$ cat src/rtl/tmds_pkg.sv
// Shared TMDS definitions: control tokens, symbol widths and the receiver
// alignment state encoding.
package tmds_pkg;

    localparam int unsigned TMDS_W   = 10;
    localparam int unsigned DATA_W   = 8;
    localparam int unsigned CTRL_W   = 2;
    localparam int unsigned OFFSET_W = 4;

    localparam logic [TMDS_W-1:0] TOKEN_CTRL_00 = 10'b1101010100;
    localparam logic [TMDS_W-1:0] TOKEN_CTRL_01 = 10'b0010101011;
    localparam logic [TMDS_W-1:0] TOKEN_CTRL_10 = 10'b0101010100;
    localparam logic [TMDS_W-1:0] TOKEN_CTRL_11 = 10'b1010101011;

    typedef enum logic {
        ST_HUNT   = 1'b0,
        ST_LOCKED = 1'b1
    } tmds_state_e;

endpackage

$ cat src/rtl/tmds_decode_word.sv
// Combinational decode of one aligned TMDS symbol: control token detection
// plus the 10->8 transition-minimised data decode.
module tmds_decode_word
    import tmds_pkg::*;
(
    input  logic [TMDS_W-1:0] i_word,
    output logic              o_is_token,
    output logic [CTRL_W-1:0] o_ctrl,
    output logic [DATA_W-1:0] o_data
);

    logic [DATA_W-1:0] q;

    always_comb begin
        o_is_token = 1'b1;
        o_ctrl     = '0;
        case (i_word)
            TOKEN_CTRL_00: o_ctrl = 2'b00;
            TOKEN_CTRL_01: o_ctrl = 2'b01;
            TOKEN_CTRL_10: o_ctrl = 2'b10;
            TOKEN_CTRL_11: o_ctrl = 2'b11;
            default:       o_is_token = 1'b0;
        endcase
    end

    // Bit 9 undoes the encoder's inversion, bit 8 selects XOR vs XNOR chaining.
    always_comb begin
        q         = i_word[9] ? ~i_word[DATA_W-1:0] : i_word[DATA_W-1:0];
        o_data    = '0;
        o_data[0] = q[0];
        for (int unsigned i = 1; i < DATA_W; i++) begin
            o_data[i] = i_word[8] ? (q[i] ^ q[i-1]) : ~(q[i] ^ q[i-1]);
        end
    end

endmodule

$ cat src/rtl/tmds_decoder_dvi_rx.sv
// DVI TMDS receive channel: hunts for the symbol boundary using control
// tokens, then decodes aligned symbols into data/control with display enable.
module tmds_decoder_dvi_rx
    import tmds_pkg::*;
#(
    parameter int unsigned LOCK_COUNT  = 16,
    parameter int unsigned SLIP_CYCLES = 1024,
    parameter int unsigned LOSS_CYCLES = 4096
) (
    input  logic                i_clk,
    input  logic                i_rst_n,
    input  logic                i_clk_lock,
    input  logic [TMDS_W-1:0]   i_tmds,
    output logic                o_de,
    output logic [DATA_W-1:0]   o_data,
    output logic [CTRL_W-1:0]   o_ctrl,
    output logic                o_locked,
    output logic [OFFSET_W-1:0] o_offset
);

    localparam int unsigned RUN_W  = $clog2(LOCK_COUNT) + 1;
    localparam int unsigned SLIP_W = $clog2(SLIP_CYCLES) + 1;
    localparam int unsigned LOSS_W = $clog2(LOSS_CYCLES) + 1;

    localparam logic [RUN_W-1:0]    RUN_LOCK   = RUN_W'(LOCK_COUNT);
    localparam logic [SLIP_W-1:0]   SLIP_LAST  = SLIP_W'(SLIP_CYCLES - 1);
    localparam logic [LOSS_W-1:0]   LOSS_LAST  = LOSS_W'(LOSS_CYCLES - 1);
    localparam logic [OFFSET_W-1:0] OFFSET_MAX = OFFSET_W'(TMDS_W - 1);

    tmds_state_e         state_q, state_d;
    logic [TMDS_W-1:0]   prev_q, prev_d;
    logic [TMDS_W-1:0]   aw_q, aw_d;
    logic [OFFSET_W-1:0] offset_q, offset_d;
    logic [RUN_W-1:0]    run_q, run_d;
    logic [SLIP_W-1:0]   slip_q, slip_d;
    logic [LOSS_W-1:0]   loss_q, loss_d;
    logic                de_q, de_d;
    logic [DATA_W-1:0]   data_q, data_d;
    logic [CTRL_W-1:0]   ctrl_q, ctrl_d;
    logic                locked_q, locked_d;

    logic [2*TMDS_W-1:0] window;
    logic [OFFSET_W-1:0] offset_inc;
    logic [RUN_W-1:0]    run_inc;
    logic [SLIP_W-1:0]   slip_inc;
    logic [LOSS_W-1:0]   loss_inc;
    logic                dec_is_token;
    logic [CTRL_W-1:0]   dec_ctrl;
    logic [DATA_W-1:0]   dec_data;

    tmds_decode_word u_decode (
        .i_word     (aw_q),
        .o_is_token (dec_is_token),
        .o_ctrl     (dec_ctrl),
        .o_data     (dec_data)
    );

    assign window     = {i_tmds, prev_q};
    assign offset_inc = (offset_q == OFFSET_MAX) ? '0 : offset_q + 1'b1;
    assign run_inc    = dec_is_token ? ((run_q == '1) ? run_q : run_q + 1'b1) : '0;
    assign slip_inc   = (slip_q == '1) ? slip_q : slip_q + 1'b1;
    assign loss_inc   = (loss_q == '1) ? loss_q : loss_q + 1'b1;

    always_comb begin
        state_d  = state_q;
        prev_d   = i_tmds;
        aw_d     = TMDS_W'(window >> offset_q);
        offset_d = offset_q;
        run_d    = run_q;
        slip_d   = slip_q;
        loss_d   = loss_q;
        de_d     = 1'b0;
        data_d   = '0;
        ctrl_d   = '0;
        locked_d = 1'b0;

        case (state_q)
            ST_HUNT: begin
                run_d  = run_inc;
                slip_d = slip_inc;
                // Lock is tested first so a lock on the slip-expiry cycle keeps the offset.
                if (run_inc == RUN_LOCK) begin
                    state_d = ST_LOCKED;
                    slip_d  = '0;
                end else if (slip_q == SLIP_LAST) begin
                    offset_d = offset_inc;
                    run_d    = '0;
                    slip_d   = '0;
                end
            end
            ST_LOCKED: begin
                if (dec_is_token) begin
                    loss_d = '0;
                end else if (loss_q == LOSS_LAST) begin
                    state_d  = ST_HUNT;
                    offset_d = offset_inc;
                    run_d    = '0;
                    slip_d   = '0;
                    loss_d   = '0;
                end else begin
                    loss_d = loss_inc;
                end
            end
            default: state_d = ST_HUNT;
        endcase

        // Outputs follow the post-edge state so o_locked moves with the data.
        if (state_d == ST_LOCKED) begin
            locked_d = 1'b1;
            if (dec_is_token) begin
                ctrl_d = dec_ctrl;
            end else begin
                de_d   = 1'b1;
                data_d = dec_data;
                ctrl_d = ctrl_q;
            end
        end

        if (!i_clk_lock) begin
            state_d  = ST_HUNT;
            prev_d   = '0;
            aw_d     = '0;
            offset_d = '0;
            run_d    = '0;
            slip_d   = '0;
            loss_d   = '0;
            de_d     = 1'b0;
            data_d   = '0;
            ctrl_d   = '0;
            locked_d = 1'b0;
        end
    end

    always_ff @(posedge i_clk or negedge i_rst_n) begin
        if (!i_rst_n) begin
            state_q  <= ST_HUNT;
            prev_q   <= '0;
            aw_q     <= '0;
            offset_q <= '0;
            run_q    <= '0;
            slip_q   <= '0;
            loss_q   <= '0;
            de_q     <= 1'b0;
            data_q   <= '0;
            ctrl_q   <= '0;
            locked_q <= 1'b0;
        end else begin
            state_q  <= state_d;
            prev_q   <= prev_d;
            aw_q     <= aw_d;
            offset_q <= offset_d;
            run_q    <= run_d;
            slip_q   <= slip_d;
            loss_q   <= loss_d;
            de_q     <= de_d;
            data_q   <= data_d;
            ctrl_q   <= ctrl_d;
            locked_q <= locked_d;
        end
    end

    assign o_de     = de_q;
    assign o_data   = data_q;
    assign o_ctrl   = ctrl_q;
    assign o_locked = locked_q;
    assign o_offset = offset_q;

endmodule

$ cat config.mk
export PLATFORM = sky130hd
export DESIGN_NAME = tmds_decoder_dvi_rx
export DESIGN_NICKNAME = d
export VERILOG_FILES = /design/src/rtl/tmds_pkg.sv /design/src/rtl/tmds_decode_word.sv /design/src/rtl/tmds_decoder_dvi_rx.sv
export SDC_FILE = /design/constraint.sdc
export NUM_CORES = 1
export LEC_CHECK = 0
export ABC_CLOCK_PERIOD_IN_PS = 2510
export CORE_ASPECT_RATIO = 1.1
export CORE_MARGIN = 8
export CORE_UTILIZATION = 61
export CTS_BUF_LIST = sky130_fd_sc_hd__clkbuf_4
export CTS_CLUSTER_DIAMETER = 150
export DETAILED_ROUTE_END_ITERATION = 8
export GPL_ROUTABILITY_DRIVEN = 0
export PLACE_DENSITY = 0.91
export SLEW_MARGIN = 20
export SYNTH_ARGS = -nofsm -noshare
export SYNTH_HDL_FRONTEND = slang
export SYNTH_HIERARCHICAL = 1
export SYNTH_SLANG_ARGS = --single-unit
$ cat constraint.sdc
create_clock -name i_clk -period 2.51 [get_ports i_clk]
set_clock_uncertainty 0.15 [all_clocks]
set_input_delay 0.6275 -clock i_clk [delete_from_list [all_inputs] [get_ports i_clk]]
set_output_delay 0.6275 -clock i_clk [all_outputs]
set_load 0.005 [all_outputs]
==> results.md <==
Die:
- The die covers 9420 sq um.
- The I/O pin total is 29.
- The standard-cell row count is 31.
- The floorplan step set the die width to 93.27 um.
- The floorplan step set the die height to roughly 100 um.
- The initial utilization of the core area, before any placement, comes to 61.85%.
- The total area inside the core boundary comes to 6477 sq um.

Place:
- The count of buffers inserted at the top-level ports is 28.
- The wire-length estimate of the detail-placed layout is 6413 um.
- OpenSTA, run right after detailed placement, puts the worst setup slack at 0.04529 ns.

Synth:
- The cell taking the most area after synthesis is dfrtp_1.
- The share of the yosys chip area belonging to registers is slightly above 40%.
- Of the post-synthesis cell area, the dominant cell type holds 40.60%.
- The post-synthesis register bit count is 65.
- In the post-synthesis netlist, the biggest area contributors are dfrtp_1 41%, mux2i_1 6.5%, ha_1 4.1%.
- The post-synthesis instance area is 4006 sq um.
- The average instance in the mapped netlist occupies 9.748 sq um.
- In this run, synthesis inferred 0 flip-flops with an integrated enable.
- For this run, asynchronously set or reset flops after synthesis account for 100.0%.
- The commonest cells after synthesis are 65 x dfrtp_1, 35 x nor2_1, 29 x nand2_1.
- The most used standard cell by instance count after synthesis is dfrtp_1.
- Counting every instance in the synthesized netlist gives 411.
- The number of unique standard cell types used by synthesis is 57.
- The Yosys step of the flow raised 6 warnings.
- Synthesis produced a netlist with a net count of 437.
- The commonest register cell after synthesis is dfrtp_1.

Route:
- The average via count per standard cell is 6.174.
- Across all layers, the routed design uses between 3000 and 4000 vias.
- For this block, the initial DRC count from the detailed router was 165.
- Dividing the detail-routed wire length by the instance count gives between 15 and 20 um.
- The number of design rule violations left after detail routing is 0.
- The antenna violation net count after detailed routing is 0.
- The final wirelength is 8966 um.
- The detailed-routing iteration count for the pre-antenna-repair pass is 5.

Worst setup path:
- Along the worst path, the maximum fanout reaches 7.
- The worst stage delay on the critical path is ~0.45 ns.
- Tracing the worst setup path back leads to its startpoint at run_q[1].
- The critical path is of the reg -> reg type.
- The reg-to-reg endpoint is o_offset[1].
- The startpoint class of the critical path is a register.
- The cell with the largest stage delay on the worst path is dfrtp_1.
- STA classifies the critical path endpoint as a register.
- In this run the register-to-register setup slack is 0.14 ns.
- For the worst setup path, the data arrival time is 2.53 ns.
- The signal on the critical path passes through ha_1 -> and2_1 -> a21oi_1 -> o32a_1 -> o21ai_1 -> buf_4 -> nand2b_4 -> o31ai_1.
- The reg-to-reg startpoint is run_q[1].
- The worst-case reg-to-reg path depth is 8.
- The critical path ends at o_offset[1].
- The data required time at the worst endpoint is 2.67 ns.

Layout:
- Summing all flip-flop and latch instances after layout gives 1627 sq um.
- Summing all multi-input logic gate instances after layout gives approximately 2200 sq um.
- The layout has 450 filler cells.
- Cells with a size suffix above 1 make up between 10 and 15% of the layout.
- The end-of-flow core utilization is between 70 and 80%.
- The net count reported at finish is 475.
- 0 antenna diodes ended up in the layout.
- Compared with the post-synthesis result, the final layout area differs by 15.55%.

Timing:
- The worst slew margin relative to its limit is 58.52%.
- The worst path setup slack after routing is about 0.14 ns.
- Setup repair after global routing left no endpoint under its margin.
- At the pin with the least slew margin, the transition time is 0.6222 ns.
- Derived from the worst setup path, the maximum achievable clock frequency is 421.5 MHz.
- The final worst-path cycle share is a little over nine tenths.
- The post-layout minimum cycle time is 2.372 ns.
- Setup violations remaining at the end of the flow were counted as 0.
- The count of final max-slew check failures was 0.
- The final hold violation count is 0.
- Summed over all failing endpoints, the final setup total negative slack is 0 ns.

Global routing:
- The first global-routing pass estimated 15120 um of wire.
- The number of antenna violations at the first check in global routing is 0.
- Entering global routing, the biggest net connects 29 pins.
- After global routing the overflow that remains totals 0.
- Global routing used 19.97% of the available tracks across all layers.
- The number of global-route vias before repair is 3313.

CTS:
- The root buffer cell chosen for the clock tree is clkbuf_4.
- In this run, CTS created clock tree buffers numbering 9.
- The clock sink count is between 60 and 70.
- Clock-pin slew was measured on the worst setup and hold paths at 0.12 ns.
- Counting along the longest clock path gives a buffer depth of 2.
- TritonCTS built the clock tree.
- The later pin in the worst-skew pair is clocked with a latency of roughly 0.42 ns.
- The H-tree generated during clock tree synthesis spans 3 levels.

Job:
- The number of maximum-capacitance violations is 0.

Status:
- The flow ran to the end, and the final reports show no timing, DRC or antenna violations.

Pwr:
- The largest voltage drop on the vdd net is between 0.3 and 0.4 mV.
- The cell area power density is 524.7 nW/um^2.
- The static leakage is about 2.2 nW.

Min path:
- The worst min-delay path class is in -> async.
==> cell families after synthesis <==
logic type	count (synthesis)	synth area share [%]
adders and majority gates	13	4.060
AOI/OAI and AO/OA	92	16.46
buffers and inverters	40	4.622
xor gates and xnor gates	20	4.372
muxes	36	10.52
and+or+nand+nor	145	19.36
DFF	65	40.60
==> layer usage <==
metal | part of all wire (%) | GRT usage, %
met1 | 41 | 23.49
met4 | 2.3 | 10.17
met5 | 0 | 0
met2 | 50 | 32.90
met3 | 6.4 | 4.918
==> report_power, final <==
group	internal (mW)	switching, mW
Sequential	1.08	0.0436
Clock	0.418	0.408
Combinational	0.227	0.247
Total	1.73	0.700
==> critical path: cells and delay by family, from the launching register on <==
| family | cells | cell delay [ns] |
|---|---|---|
| and+or+nand+nor | 2 | 0.35 |
| adders and majority gates | 1 | 0.30 |
| buffers and inverters | 1 | 0.16 |
| AOI/OAI and AO/OA | 4 | 0.85 |
| DFF | 1 | 0.45 |
==> cells in the final DEF (no fill, tap or decap), drive strengths merged, types with 2 or more instances in the layout <==
cell and count:
dfrtp 65, nor2 35, a21oi 30, nand2 29, clkdlybuf4s50 27, mux2i 26
and2 26, buf 22, inv 18, o21ai 16, nand3 14, xor2 13
ha 13, nand4 13, clkbuf 10, nor2b 9, a31oi 7, xnor2 7
o211a 6, and3 6, mux2 6, a21o 5, mux4 4, and4 4
nand2b 4, o31ai 4, a41oi 3, a32o 3, o311ai 3, o211ai 2
a21boi 2, nor3 2, bufinv 2, clkinv 2, clkinvlp 2, o21a 2
==> layout make-up <==
| type | instances | share of cell area [%] |
|---|---|---|
| clock buffers | 10 | 1.622 |
| well taps | 82 | 2.216 |
| repair buffers | 49 | 9.892 |
| flip-flops and latches | 65 | 35.14 |
| multi-input cells | 306 | 47.68 |
| inverters | 18 | 1.459 |
| clock inverters | 6 | 2.000 |
==> flip-flops by register name, indices dropped and copies added, names as in the netlist <==
register,flops
o_locked,1
o_de,1
o_ctrl,2
aw_q,10
run_q,5
o_offset,4
prev_q,10
loss_q,13
slip_q,11
o_data,8
==> per-stage QoR <==
stage	cell area [sq um]	instances	hold slack (ns)	power, mW
after detailed placement	4429	519	0.3337	1.613
after global placement	4429	519	0.3218	1.590
after CTS	4597	535	0.04960	2.433
after floorplan	4006	411	0.1819	1.466
final	4629	536	0.05279	2.429
after global routing	4629	536	0.07354	2.547
==> worst min-delay path by stage <==
stage,start,end,slack [ns],depth (start not counted)
4_1_cts,i_rst_n,o_data[4],0.05,1
2_1_floorplan,i_rst_n,aw_q[0],0.18,0
5_1_grt,i_rst_n,o_data[4],0.07,1
3_3_place_gp,slip_q[7],slip_q[7],0.32,1
3_5_place_dp,slip_q[7],slip_q[7],0.33,1
6_report,i_rst_n,o_data[4],0.05,1
==> timing repair <==
item                       CTS  global route
gates resized for setup      0             5
hold endpoints to repair     0             0
hold buffers                 0             0
buffers inserted             0             1
setup endpoints to repair    0            28
No activity file was read; power rests on OpenSTA's default activity.
